`src/rtl/rc_pulse_decoder.sv`:
```
// RC-servo pulse receiver: measures the high time of pwm_in in microseconds and
// maps it to an 8-bit position code, flagging bad widths and loss of signal.
module rc_pulse_decoder #(
    parameter int TICKS_PER_US  = 50,
    parameter int PULSE_MIN_US  = 1000,
    parameter int STEP_SHIFT    = 2,
    parameter int GLITCH_MIN_US = 500,
    parameter int WIDTH_MAX_US  = 2500,
    parameter int TIMEOUT_US    = 25000
) (
    input  logic       clk_50,
    input  logic       reset,
    input  logic       pwm_in,
    output logic [7:0] pos,
    output logic       pos_valid,
    output logic       err_width,
    output logic       signal_lost
);
    localparam int PW = $clog2(TICKS_PER_US + 1);
    localparam logic [PW-1:0] L_PRE_LAST = PW'(TICKS_PER_US - 1);
    localparam logic [11:0]   L_MIN      = 12'(PULSE_MIN_US);
    localparam logic [11:0]   L_GLITCH   = 12'(GLITCH_MIN_US);
    localparam logic [11:0]   L_MAX      = 12'(WIDTH_MAX_US);
    localparam logic [14:0]   L_TMO_LAST = 15'(TIMEOUT_US - 1);

    typedef enum logic [1:0] {S_IDLE, S_LOW, S_HIGH, S_DONE} state_t;

    state_t        r_state, w_next;
    logic          r_s1, r_s2, r_s3;
    logic          w_rise, w_fall, w_tick, w_tmo_hit;
    logic [PW-1:0] r_pre;
    logic [11:0]   r_width, w_excess, w_steps;
    logic [14:0]   r_tmo;
    logic [1:0]    r_prime;
    logic [7:0]    w_mapped;
    logic          w_ev_valid, w_ev_err;
    logic [7:0]    w_ev_pos;
    logic          r_ev_valid, r_ev_err;
    logic [7:0]    r_ev_pos;

    assign w_rise    = r_s2 & ~r_s3;
    assign w_fall    = ~r_s2 & r_s3;
    assign w_tick    = (r_pre == L_PRE_LAST);
    assign w_tmo_hit = w_tick & ~w_rise & (r_tmo == L_TMO_LAST);

    // Clamp before truncation so 1200 us over the minimum reads 255, not 300 mod 256.
    assign w_excess = r_width - L_MIN;
    assign w_steps  = w_excess >> STEP_SHIFT;
    assign w_mapped = (w_steps > 12'd255) ? 8'hFF : w_steps[7:0];

    always_ff @(posedge clk_50 or negedge reset) begin
        if (!reset) begin
            r_s1    <= 1'b0;
            r_s2    <= 1'b0;
            r_s3    <= 1'b0;
            r_pre   <= '0;
            r_width <= '0;
            r_tmo   <= '0;
            r_prime <= '0;
            r_state <= S_IDLE;
        end else begin
            r_s1    <= pwm_in;
            r_s2    <= r_s1;
            r_s3    <= r_s2;
            r_state <= w_next;
            if (w_rise || w_tick) r_pre <= '0;
            else                  r_pre <= r_pre + 1'b1;
            if (w_rise)
                r_width <= '0;
            else if (r_state == S_HIGH && w_tick && r_width != 12'hFFF)
                r_width <= r_width + 12'd1;
            if (w_rise)
                r_tmo <= '0;
            else if (w_tick && r_tmo != 15'h7FFF)
                r_tmo <= r_tmo + 15'd1;
            // The synchroniser resets to 0, so give it two edges of real samples
            // before trusting a low level in S_IDLE.
            if (r_state == S_IDLE && r_prime != 2'd2)
                r_prime <= r_prime + 2'd1;
        end
    end

    always_comb begin
        w_next     = r_state;
        w_ev_valid = 1'b0;
        w_ev_err   = 1'b0;
        w_ev_pos   = 8'h00;
        case (r_state)
            S_IDLE: if (r_prime == 2'd2 && !r_s2) w_next = S_LOW;
            S_LOW:  if (w_rise) w_next = S_HIGH;
            S_HIGH: begin
                if (r_width > L_MAX) begin
                    w_ev_err = 1'b1;
                    w_next   = S_LOW;
                end else if (w_fall) begin
                    w_next = S_DONE;
                end
            end
            S_DONE: begin
                w_next = S_LOW;
                if (r_width < L_GLITCH) begin
                    w_ev_err = 1'b1;
                end else begin
                    w_ev_valid = 1'b1;
                    w_ev_pos   = (r_width < L_MIN) ? 8'h00 : w_mapped;
                end
            end
            default: w_next = S_IDLE;
        endcase
    end

    // One event stage ahead of the outputs sets the falling-edge-to-strobe latency.
    always_ff @(posedge clk_50 or negedge reset) begin
        if (!reset) begin
            r_ev_valid  <= 1'b0;
            r_ev_err    <= 1'b0;
            r_ev_pos    <= 8'h00;
            pos         <= 8'h00;
            pos_valid   <= 1'b0;
            err_width   <= 1'b0;
            signal_lost <= 1'b1;
        end else begin
            r_ev_valid <= w_ev_valid;
            r_ev_err   <= w_ev_err;
            r_ev_pos   <= w_ev_pos;
            pos_valid  <= r_ev_valid;
            err_width  <= r_ev_err;
            if (r_ev_valid) pos <= r_ev_pos;
            if (r_ev_valid)     signal_lost <= 1'b0;
            else if (w_tmo_hit) signal_lost <= 1'b1;
        end
    end
endmodule

```
`config.mk`:
```
export PLATFORM = sky130hd
export DESIGN_NAME = rc_pulse_decoder
export DESIGN_NICKNAME = d
export VERILOG_FILES = /design/src/rtl/rc_pulse_decoder.sv
export SDC_FILE = /design/constraint.sdc
export NUM_CORES = 1
export LEC_CHECK = 0
export ABC_AREA = 1
export BUFFER_PORTS_ARGS = -buffer_cell sky130_fd_sc_hd__buf_2
export CORE_ASPECT_RATIO = 0.7
export CORE_MARGIN = 1.5
export CORE_UTILIZATION = 40
export DETAILED_ROUTE_END_ITERATION = 10
export PLACE_DENSITY = 0.61
export RECOVER_POWER = 50
export SYNTH_ARGS = -nofsm -noshare
export SYNTH_HDL_FRONTEND = slang
export SYNTH_SLANG_ARGS = --single-unit
```
`constraint.sdc`:
```
create_clock -name clk_50 -period 2.35 [get_ports clk_50]
set_clock_uncertainty 0.1 [all_clocks]
set_input_delay 0.705 -clock clk_50 [delete_from_list [all_inputs] [get_ports clk_50]]
set_output_delay 0.705 -clock clk_50 [all_outputs]
set_load 0.03 [all_outputs]
```
==> reports/qor.txt <==
Worst Hold Depth - 0
Clock-pin slew on the worst setup and hold paths - 0.05 ns
Vias per cell - 4.950
Share of cells above drive strength 1 - 0.1496
Synth area leader - dfrtp_1
Highest-count cells in the layout ignoring fill and taps - nand2_1 (73), dfrtp_1 (60), inv_1 (41), nor2_1 (41), nand3_1 (29)
H-tree levels - 3
Post-DRT Antenna Nets - 0
Total Routed Length - 6363 µm
Post CTS Setup Buffer Count - 0
Syn_nets - 393
Cell area after layout - 3712 µm²
FF+latch area - 1528 µm²
Slowest CP cell - dfrtp_1
Clk sinks - 61
Post-synth top area share - 0.4637
Setup TNS - 0 ns
Fin Hold WS - 0.2435 ns
Max Clk Rate - 0.4801 GHz
Critical Path, Cell by Cell - ha_1 > nand3_1 > nor3_2 > nand2_1 > nand2_1 > inv_2 > nand2_1 > nor2_1 > nor3b_1
CTS root buf - clkbuf_16
Warnings, synthesis - 0
Total power draw - 2.764 mW
Synth cell types - 32
Final setup vio count - 0
Area of the multi-input gates - 1504 µm²
IO Count - 14
Die area - 8653 µm²
Leakage - 1.778 nW
Longest Clk Path Bufs - 2
Final nets - 412
DR vias - 2485
First-pass GRT wire length - 11700 µm
RSZ-0062 raised after global routing - false
Seq cells post-synth - 61
Sequential-to-total area share from yosys stat - 0.4718
Largest cells by area after synthesis - dfrtp_1 (46%), nand2_1 (8.5%), ha_1 (5.0%)
R2R depth - 9
Max-slew violations - 0
Status - finished clean
Min Tclk post-route - 2.083 ns
Mapped Area - 3238 µm²
Global route overflow - 0
Hold crit path type - reg -> reg
Dpl hpwl - 4529 µm
Core area - 7871 µm²
Initial Utilization - 0.4114
CP delay by family, top - simple AND/OR/NAND/NOR gates
CTS tree - built
Diodes inserted - 0
Crit path arrival time - 2.22 ns
GRT Resource Usage Total - 0.1701
Largest net degree at the start of global routing - 62
Crit-path max cell delay - 0.37 ns
Worst Path Required - 2.49 ns
Worst IR Drop VDD - 331.2 µV
Area after DPL - 3420 µm²
Crit path top cell by count - nand2_1
Slew margin rel. - 0.01639
DIE HEIGHT - 78.28 µm
Met1 Resource Use GR - 0.2532
CP Class - reg -> reg
Period Utilization, post-route - 0.8864
Crit. End Element - flip-flop
Max FO, Critical Path - 14
Slew @ Worst Pin - 1.475 ns
Site Rows - 27
Clk Latency, worst-skew pair - 0.33 ns
Met3 usage - 0.04633
Initial DRC count - 173
Port bufs - 13
Final hold violations - 0
Commonest non-fill, non-tap cell in the layout - nand2_1
GR Util met2 - 0.2284
Critical path depth in cells - 9
Die X-Extent - 110.5 µm
DR WL/cell - 12.68 µm
Initial antenna violation count - 0
# resized after CTS - 0
Avg Inst Size Synth - 8.589 µm²
Number of global-route vias before repair - 2437
Hold buffers post-CTS - 0
Mapped Cells - 377
CTS Buf Count - 9
Fillers - 760
Remaining DRCs - 0
Layout area overhead - 14.64%
Pwr/cell area - 744.6 nW/µm²
Critical path startpoint category - flip-flop
GPL Wtd Cong - 0.9046
Pre-antenna DRT Iters - 4
Gr busiest metal - met1
Worst path bufs/invs - 1
Max-cap violations - 0
-- cells in the mapped netlist, drive strengths merged --
| cell | count |
|---|---|
| a21o | 1 |
| a21oi | 18 |
| a31oi | 1 |
| buf | 4 |
| clkbuf | 3 |
| dfrtp | 60 |
| dfstp | 1 |
| ha | 13 |
| inv | 45 |
| mux2 | 8 |
| nand2 | 75 |
| nand3 | 31 |
| nand4 | 14 |
| nor2 | 46 |
| nor3 | 14 |
| nor3b | 2 |
| o21ai | 25 |
| o31ai | 1 |
| xnor2 | 3 |
| xor2 | 12 |
-- worst reg2reg max path, stage by stage (launching register included) --
cell,delay (ns)
dfrtp_1,0.37
ha_1,0.21
nand3_1,0.18
nor3_2,0.22
nand2_1,0.08
nand2_1,0.36
inv_2,0.14
nand2_1,0.12
nor2_1,0.05
nor3b_1,0.16
-- power by group --
group          switching, mW  total [mW]  internal, mW
combinational          0.158       0.246        0.0880
clock                  0.453        1.37         0.922
sequential            0.0404        1.14          1.10
total                  0.651        2.76          2.11
-- per-layer routing --
layer  vias up  share of wire  routed length, µm
met5         -              0                  0
met4         0          0.018                115
li1       1280              -                  -
met3        12          0.045                288
met1      1143           0.56               3560
met2        50           0.38               2398
-- kinds of logic (layout without fill, tap and decap cells) --
group           Yosys count  count (layout)  share of synthesized area
compound gates           46              46                    0.08462
xor+xnor                 15              15                    0.04057
buf+inv                  52              76                    0.06375
fa+ha+maj                13              13                    0.05023
simple gates            182             182                     0.2612
mux                       8               8                    0.02782
flops                    61              61                     0.4718
-- layout make-up --
type / count / area share
clock buffers: 11 / 0.06269
clock inverters: 5 / 0.02022
multi-input cells: 264 / 0.4051
flip-flops and latches: 61 / 0.4115
well taps: 101 / 0.03404
inverters: 45 / 0.04550
repair buffers: 15 / 0.02090
-- registers in the layout (all words and copies together), names as in the netlist, 2 cells and up --
register and cells:
r_tmo 15, pos 8, r_pre 6, r_ev_pos 8, r_prime 2, r_width 12, r_state 2
-- stage by stage --
stage,setup slack [ns],instances,util
floorplan,0.5826,377,-
global placement,0.3507,486,0.4344
detailed placement,0.3252,486,0.4344
CTS,0.3078,502,0.4735
global route,0.06448,502,0.4716
finish,0.2669,502,0.4716
-- worst paths after layout --
kind	slack [ns]	start	endpoint
worst max-delay path	0.27	r_width[1]	r_width[7]
worst min-delay path	0.24	r_ev_err	err_width
worst max register to register	0.27	r_width[1]	r_width[7]
worst min register to register	0.24	r_ev_err	err_width
max in group asynchronous	0.55	reset	r_ev_err
min in group asynchronous	0.72	reset	pos[7]
Note: power is estimated with default switching activity, not from simulation.
